File: config.mk
export PLATFORM = sky130hd
export DESIGN_NAME = uc_soma
export DESIGN_NICKNAME = d
export VERILOG_FILES = /design/src/rtl/uc_soma_pkg.sv /design/src/rtl/uc_abs_sat.sv /design/src/rtl/uc_soma.sv
export SDC_FILE = /design/constraint.sdc
export NUM_CORES = 1
export LEC_CHECK = 0
export ABC_AREA = 0
export CAP_MARGIN = 10
export CORE_ASPECT_RATIO = 0.9
export CORE_MARGIN = 10
export CORE_UTILIZATION = 40
export DETAILED_ROUTE_END_ITERATION = 12
export PLACE_DENSITY = 0.79
export REMOVE_ABC_BUFFERS = 1
export SKIP_CTS_REPAIR_TIMING = 1
export SLEW_MARGIN = 20
export SYNTH_ARGS = -nofsm -noshare
export SYNTH_HDL_FRONTEND = slang
export SYNTH_HIERARCHICAL = 1
export SYNTH_SLANG_ARGS = --single-unit
File: constraint.sdc
create_clock -name clk -period 3.5 [get_ports clk]
set_clock_uncertainty 0.1 [all_clocks]
set_input_delay 0.7 -clock clk [delete_from_list [all_inputs] [get_ports clk]]
set_output_delay 0.7 -clock clk [all_outputs]
set_load 0.1 [all_outputs]
File: src/rtl/uc_soma_pkg.sv
`default_nettype none
// ============================================================================
// Module   : uc_soma_pkg
// Brief    : Shared types and constants for the FP32 add control unit.
// Revision : 1.0 - initial release
// ============================================================================
package uc_soma_pkg;

    localparam int N_EXP_DEF  = 8;
    localparam int N_MANT_DEF = 23;
    localparam int LZ_W       = 5;
    localparam int SHIFT_SAT  = N_MANT_DEF + 2;

    localparam logic SHIFT_LEFT  = 1'b0;
    localparam logic SHIFT_RIGHT = 1'b1;
    localparam logic EXP_INC     = 1'b0;
    localparam logic EXP_DEC     = 1'b1;

    typedef enum logic [2:0] {
        IDLE   = 3'd0,
        ALIGN  = 3'd1,
        ADD    = 3'd2,
        NORM   = 3'd3,
        ROUND  = 3'd4,
        RENORM = 3'd5,
        DONE   = 3'd6
    } state_t;

endpackage
`default_nettype wire

File: src/rtl/uc_abs_sat.sv
`default_nettype none
// ============================================================================
// Module   : uc_abs_sat
// Brief    : Two's-complement magnitude of an exponent difference, saturated.
// Revision : 1.0 - initial release
// ============================================================================
module uc_abs_sat
    import uc_soma_pkg::*;
#(
    parameter int N_EXP = N_EXP_DEF,
    parameter int OUT_W = LZ_W,
    parameter int SAT   = SHIFT_SAT
) (
    input  logic [N_EXP-1:0] i_diff,
    output logic [OUT_W-1:0] o_amount
);

    localparam logic [N_EXP-1:0] c_sat = N_EXP'(SAT);

    logic [N_EXP-1:0] w_neg;
    logic [N_EXP-1:0] w_mag;

    // The most-negative input negates to itself; read unsigned it is 2^(N-1),
    // which is above the saturation point, so it clamps like any large shift.
    assign w_neg    = -i_diff;
    assign w_mag    = i_diff[N_EXP-1] ? w_neg : i_diff;
    assign o_amount = (w_mag > c_sat) ? OUT_W'(c_sat) : OUT_W'(w_mag);

endmodule
`default_nettype wire

File: src/rtl/uc_soma.sv
`default_nettype none
// ============================================================================
// Module   : uc_soma
// Brief    : Control unit sequencing align/add/normalize/round for FP32 add.
// Revision : 1.0 - initial release
// ============================================================================
module uc_soma #(
    parameter int N_exp  = 8,
    parameter int N_mant = 23,
    parameter int LZ_W   = 5
) (
    input  logic             clk,
    input  logic             rst,
    input  logic             start,
    input  logic [N_exp-1:0] diferenca_exp,
    input  logic             mant_ovf,
    input  logic             sum_zero,
    input  logic [LZ_W-1:0]  lead_zeros,
    input  logic             round_carry,
    output logic             ld_op,
    output logic             ld_sum,
    output logic             ld_res,
    output logic             BigAlu_in_A,
    output logic             BigAlu_in_B,
    output logic [LZ_W-1:0]  ShiftDif_amount,
    output logic             Exp_sel,
    output logic             ShiftNorm_sel,
    output logic [LZ_W-1:0]  ShiftNorm_amount,
    output logic             Increment_sel,
    output logic [LZ_W-1:0]  Increment_amount,
    output logic             Roud_amount,
    output logic             busy,
    output logic             done
);

    import uc_soma_pkg::*;

    state_t            r_state;
    state_t            w_next;
    logic              r_swap;
    logic [LZ_W-1:0]   r_shamt;
    logic              w_swap;
    logic [LZ_W-1:0]   w_shamt;

    assign w_swap = diferenca_exp[N_exp-1];

    uc_abs_sat #(
        .N_EXP (N_exp),
        .OUT_W (LZ_W),
        .SAT   (N_mant + 2)
    ) u_abs_sat (
        .i_diff   (diferenca_exp),
        .o_amount (w_shamt)
    );

    always_ff @(posedge clk) begin
        if (rst) begin
            r_state <= IDLE;
            r_swap  <= 1'b0;
            r_shamt <= '0;
        end else begin
            r_state <= w_next;
            if (r_state == ALIGN) begin
                r_swap  <= w_swap;
                r_shamt <= w_shamt;
            end
        end
    end

    always_comb begin
        w_next           = r_state;
        ld_op            = 1'b0;
        ld_sum           = 1'b0;
        ld_res           = 1'b0;
        BigAlu_in_A      = 1'b0;
        BigAlu_in_B      = 1'b0;
        ShiftDif_amount  = '0;
        Exp_sel          = 1'b0;
        ShiftNorm_sel    = SHIFT_LEFT;
        ShiftNorm_amount = '0;
        Increment_sel    = EXP_INC;
        Increment_amount = '0;
        Roud_amount      = 1'b0;
        busy             = 1'b0;
        done             = 1'b0;

        case (r_state)
            IDLE: begin
                if (start) begin
                    ld_op  = 1'b1;
                    w_next = ALIGN;
                end
            end
            // Selects come straight from the live difference here and are
            // held from the captured copy during ADD.
            ALIGN: begin
                busy            = 1'b1;
                BigAlu_in_A     = w_swap;
                BigAlu_in_B     = ~w_swap;
                Exp_sel         = w_swap;
                ShiftDif_amount = w_shamt;
                w_next          = ADD;
            end
            ADD: begin
                busy            = 1'b1;
                BigAlu_in_A     = r_swap;
                BigAlu_in_B     = ~r_swap;
                Exp_sel         = r_swap;
                ShiftDif_amount = r_shamt;
                ld_sum          = 1'b1;
                w_next          = NORM;
            end
            NORM: begin
                busy = 1'b1;
                if (sum_zero) begin
                    ld_res = 1'b1;
                    w_next = DONE;
                end else begin
                    ld_sum = 1'b1;
                    w_next = ROUND;
                    if (mant_ovf) begin
                        ShiftNorm_sel    = SHIFT_RIGHT;
                        ShiftNorm_amount = LZ_W'(1);
                        Increment_sel    = EXP_INC;
                        Increment_amount = LZ_W'(1);
                    end else begin
                        ShiftNorm_sel    = SHIFT_LEFT;
                        ShiftNorm_amount = lead_zeros;
                        Increment_sel    = EXP_DEC;
                        Increment_amount = lead_zeros;
                    end
                end
            end
            ROUND: begin
                busy        = 1'b1;
                Roud_amount = 1'b1;
                ld_sum      = 1'b1;
                if (round_carry) begin
                    w_next = RENORM;
                end else begin
                    ld_res = 1'b1;
                    w_next = DONE;
                end
            end
            RENORM: begin
                busy             = 1'b1;
                ShiftNorm_sel    = SHIFT_RIGHT;
                ShiftNorm_amount = LZ_W'(1);
                Increment_sel    = EXP_INC;
                Increment_amount = LZ_W'(1);
                ld_res           = 1'b1;
                w_next           = DONE;
            end
            DONE: begin
                done   = 1'b1;
                w_next = IDLE;
            end
            default: w_next = IDLE;
        endcase
    end

endmodule
`default_nettype wire
After elaboration in Yosys (flattened, before gate mapping)
Cells that the tools add are included.
W data, S select, Z words.
{"block": "totals", "reg_bits": 9, "wordCells": 45}
{"block": "op_classes", "addsub": 1, "order_cmp": 1, "eq_ne": 7, "muxes": 28, "bitwise": 2, "reduce_logical": 3}
{"op": "$pmux W5 S2", "n": 2}
{"op": "$pmux W3 S6", "n": 1}
{"op": "$mux W5", "n": 3}
{"op": "$mux W1", "n": 13}
{"op": "$eq A3 B3 Y1 const B", "n": 3}
{"op": "$gt A8 B5 Y1 const B", "n": 1}
{"op": "$mux W8", "n": 1}
{"op": "$neg A8 Y8", "n": 1}
{"op": "$pmux W1 S2", "n": 4}
{"op": "$eq A3 B2 Y1 const B", "n": 2}
{"op": "$reduce_or A5 Y1", "n": 1}
{"op": "$mux W2", "n": 2}
{"op": "$eq A3 B1 Y1 const B", "n": 1}
{"op": "$logic_not A3 Y1", "n": 1}
{"op": "$mux W3", "n": 1}
{"op": "$pmux W1 S3", "n": 1}
{"op": "$ne A2 B2 Y1 const B", "n": 1}
{"op": "$not A1 Y1", "n": 2}
{"op": "$reduce_or A2 Y1", "n": 1}

Longest topological paths before layout
{"block": "logic_depth", "ltp_word": 5, "mapped_depth": 8, "ltp_nobuf": 8}

Cells and area by module
The synthesis kept the hierarchy.
{"module": "uc_soma", "instances": 1, "cells_each": 84, "area_per_inst_um2": 663.1, "seq_area_each_um2": 180.2}
{"module": "uc_abs_sat", "instances": 1, "cells_each": 35, "area_per_inst_um2": 249.0, "seq_area_each_um2": 0.0}

Worst setup path before layout
Ideal clock, no wire load.
{"block": "synth_timing", "kind": "in2out", "from": "input mant_ovf", "to": "output ShiftNorm_amount[1]", "arrival_ns": 3.947, "required_time_ns": 2.700, "setup_slack_ns": -1.247, "stages": 3, "path_buffers": 1, "cell_sequence": "nor4b_2 > and2_1 > buf_4"}
{"block": "synth_between", "elab_chain_cells": 3}
{"element": "from (decl)", "line": "uc_soma.sv:16", "source": "input logic mant_ovf,"}
{"element": "$mux W5 (2 in a row)"}
{"element": "$pmux W5 S2"}
{"element": "to (decl)", "line": "uc_soma.sv:28", "source": "output logic [LZ_W-1:0] ShiftNorm_amount,"}
Every way passes these cells.

Final worst setup path
{"block": "layout_timing", "from": "input diferenca_exp[1]", "to": "output ShiftDif_amount[2]"}
{"block": "layout_between", "elab_chain_cells": 5}
{"element": "from (decl)", "line": "uc_soma.sv:15", "source": "input logic [N_exp-1:0] diferenca_exp,"}
{"element": "$neg A8 Y8", "line": "uc_abs_sat.sv:25", "source": "assign w_neg = -i_diff;"}
{"element": "$mux W8 *", "line": "uc_abs_sat.sv:26", "source": "assign w_mag = i_diff[N_EXP-1] ? w_neg : i_diff;"}
{"element": "$gt A8 B5 Y1", "line": "uc_abs_sat.sv:27", "source": "assign o_amount = (w_mag > c_sat) ? OUT_W'(c_sat) : OUT_W'(w_mag);"}
{"element": "$mux W5 *", "line": "uc_abs_sat.sv:27"}
{"element": "named net w_shamt[2]", "line": "uc_soma.sv:43", "source": "logic [LZ_W-1:0] w_shamt;"}
{"element": "$pmux W5 S2 *", "line": "uc_soma.sv:87", "source": "case (r_state)"}
{"element": "to (decl)", "line": "uc_soma.sv:25", "source": "output logic [LZ_W-1:0] ShiftDif_amount,"}
Mark *: on every way through the listed nets, which the timed path passes. The rest lies on a longest branch.

==> key figures <==
Timing
  – RSZ-0062 raised after global routing: yes
  – Worst Max-Slew Pin Slew: 0.7322 ns
  – Max Slew Vio Count: 0
  – Final period utilization: 98.94%
  – Worst hold margin: 0.3987 ns
  – Slew headroom: roughly half
  – F_max: 288.8 MHz
  – Period minus WS final: 3.463 ns
  – Hold Violations, Final: 0
  – Endpoints failing setup: 0

Clock network
  – Worst-Skew Late Latency: 0.26 ns
  – Htree depth: 1
  – Max Root-Sink Buffers: 2
  – CTS root buffer: clkbuf_4
  – Clk sink count: 9
  – TritonCTS clock tree: done
  – Num CTS Buffers: 3
  – Clock-pin slew on the worst setup and hold paths: approximately 0.06 ns

Detailed routing
  – Initial DRT Pass Iterations: 4
  – Vias per cell: approximately 5.3
  – Final WL: roughly 3000 µm
  – Met3 routed WL: 396 µm
  – Met2 Routed Length: 1352 µm
  – 1st-iter DRT viols: 26
  – Via count: 1026
  – DR top layer: met4
  – Metal-1 WL: 1214 µm
  – DR WL/cell: 15.59 µm
  – Remaining routing DRC violations: 0
  – Final ANT Viol Nets: 0

Die
  – Area of the core: 0.002182 mm²
  – Die Wd: 70.34 µm
  – Initial core utilization: between 40% and 50%
  – Row count: 16
  – Die Height: 65.30 µm
  – Die ar.: between 0.004 and 0.005 mm²
  – I/O pin cnt: 45

GRT
  – First-pass GRT wire length: 4781 µm
  – Total grt overflow: 0
  – Total Routing Usage GR: 12.25%
  – Initial antenna violation count: 0
  – Vias in the first global route: 1060
  – Largest net degree at the start of global routing: 22

Power and ir drop
  – PD cells: a little over 400 mW/mm²
  – Lkg Pwr: 0.6850 nW
  – Sequential share of power: 21.0%
  – Final Power: between 0.0006 and 0.0007 W
  – Net Sw Power: 0.0003535 W
  – Clock share of power: 12.1%
  – Switch share: 53.10%
  – Max IR drop VDD: slightly above 0.4 mV
  – Cell-internal power: 0.0003122 W
  – Comb pwr share: 66.9%

Place
  – HPWL after DPL: 2412 µm
  – # port buffers: 44
  – Final GP Congestion: ~0.80

Cells and area
  – Nets: 186
  – Most common cell after layout, fill and taps aside: buf_12
  – Layout cell share with drive strength beyond 1: between 30 and 40%
  – Most frequent cells in the layout: buf_12 (20), buf_4 (16), nor2_1 (15)
  – Area of the multi-input gates: between 600 and 700 µm²
  – FF+latch area: 180.2 µm²
  – Antenna cells: 0
  – Layout filler cell count: 156
  – Synthesis-to-layout area growth: 79.42%

Setup path
  – Arrival time at the worst endpoint: approximately 2.7 ns
  – Crit path required time: 2.70 ns
  – Top delay family on crit path: simple AND/OR/NAND/NOR gates
  – R2R setup slack: 1.76 ns
  – CP startpoint kind: primary input
  – Slowest CP cell: or4_4
  – Crit path cell chain: buf_8 > or4_4 > or3_4 > and2_4 > a211oi_2 > a22oi_1 > nor2_1 > buf_12
  – FF-to-FF path depth: 3
  – Crit Path Max Fanout: 3
  – Crit path kind: in -> out
  – Critical path endpoint category: output pin
  – Worst r2r src: r_state[1]
  – CP bufs+invs: 2
  – CP peak stage delay: approximately 0.53 ns
  – R2r endpoint: r_state[1]

Logic synthesis
  – Syn Inst Count: between 100 and 150
  – Register area share after synthesis: 19.75%
  – Mean post-synth cell area: between 7 and 8 µm²
  – Post-synth EDFFs: 0
  – Synth Register Bits: 9
  – Dominant synthesized flop cell: dfxtp_1
  – Syn Std Cell Area: 912.1 µm²
  – Number of warnings issued by yosys: 6
  – FFs w/ async S/R, synth: 0%
  – Post-synth cell types: 39

Status
  – Status: finished clean

Worst hold path
  – Hold path depth: 2
  – Hold path endpoint: r_shamt[4]
  – Hold Crit Start: r_shamt[4]
  – HP Class: reg -> reg

Job
  – Max Cap Viol: 0
==> worst register-to-register path, stage by stage (launching register included) <==
cell and delay [ns]:
dfxtp_1 0.65, nor2b_1 0.60, a21oi_1 0.09, o31ai_1 0.21
==> synthesized netlist by cell type, types with 2 or more instances <==
library cell	n	area [µm²]
xor2_1	2	17.52
buf_2	3	15.01
buf_4	7	52.55
nor2b_1	5	31.28
a211oi_1	2	15.01
nor2_1	16	60.06
xnor2_1	3	26.28
dfxtp_1	9	180.2
a21boi_1	2	15.01
a22oi_1	6	45.04
o22ai_1	2	12.51
o21ai_1	2	10.01
nand2_1	8	30.03
and2_1	5	31.28
clkbuf_1	2	7.510
nand2b_1	5	31.28
inv_1	3	11.26
a21oi_1	5	25.02
mux2i_1	8	80.08
o31ai_1	2	15.01
nor3_1	4	20.02
==> power by group through the flow <==
| stage | clock network, W | registers [W] | logic, W |
|---|---|---|---|
| after floorplan | 0 | 0.000135 | 0.000294 |
| after global placement | 0 | 0.000140 | 0.000435 |
| after detailed placement | 0 | 0.000142 | 0.000441 |
| after CTS | 0.0000849 | 0.000140 | 0.000443 |
| after global routing | 0.0000913 | 0.000143 | 0.000465 |
| final | 0.0000804 | 0.000140 | 0.000445 |
==> logic make-up (layout without fill, tap and decap cells) <==
logic type	Yosys count	after routing	share of synthesized area, %
buffers and inverters	16	62	9.876
adders and majority gates	1	1	1.372
and+or+nand+nor	55	55	35.94
xor gates and xnor gates	5	5	4.802
AOI/OAI and AO/OA	25	25	19.48
DFF	9	9	19.75
muxes	8	8	8.780
==> how the worst max path moves through the flow <==
stage                                start             endpoint  slack, ns  cells after the start
after detailed placement  diferenca_exp[1]   ShiftDif_amount[1]      -0.44                     10
after global placement    diferenca_exp[1]   ShiftDif_amount[1]      -0.37                     10
after CTS                 diferenca_exp[1]   ShiftDif_amount[1]      -0.45                     10
after floorplan                   mant_ovf  Increment_amount[1]      -1.45                      2
final                     diferenca_exp[1]   ShiftDif_amount[2]       0.04                      8
after global routing      diferenca_exp[1]   ShiftDif_amount[2]      -0.03                      8
==> final cells by class <==
type	instances	share of cell area (%)
well taps	27	2.064
flip-flops and latches	9	11.01
multi-input cells	94	40.75
inverters	3	0.6881
repair buffers	55	43.88
clock buffers	4	1.606
==> layer usage <==
metal / vias to the layer above / GRT usage [%]
met1: 460 / 12.22
met2: 45 / 19.84
met5: - / 0
met3: 6 / 8.709
li1: 515 / -
met4: 0 / 4.187
==> stage by stage <==
stage	worst slack, ns	setup TNS [ns]	utilization [%]	instance area [µm²]	instances
global route	-0.02604	-0.02604	75.00	1637	192
detailed placement	-0.4389	-1.509	71.50	1560	186
floorplan	-1.451	-19.03	-	833.3	106
global placement	-0.3709	-1.315	71.50	1560	186
CTS	-0.4543	-1.593	72.71	1587	190
finish	0.03711	0	75.00	1637	192
==> sequential cells by signal, summed over array words and instances, names as in the netlist <==
signal / cells
r_swap: 1
r_shamt: 5
r_state: 3
(Power assumes the default switching activity.)
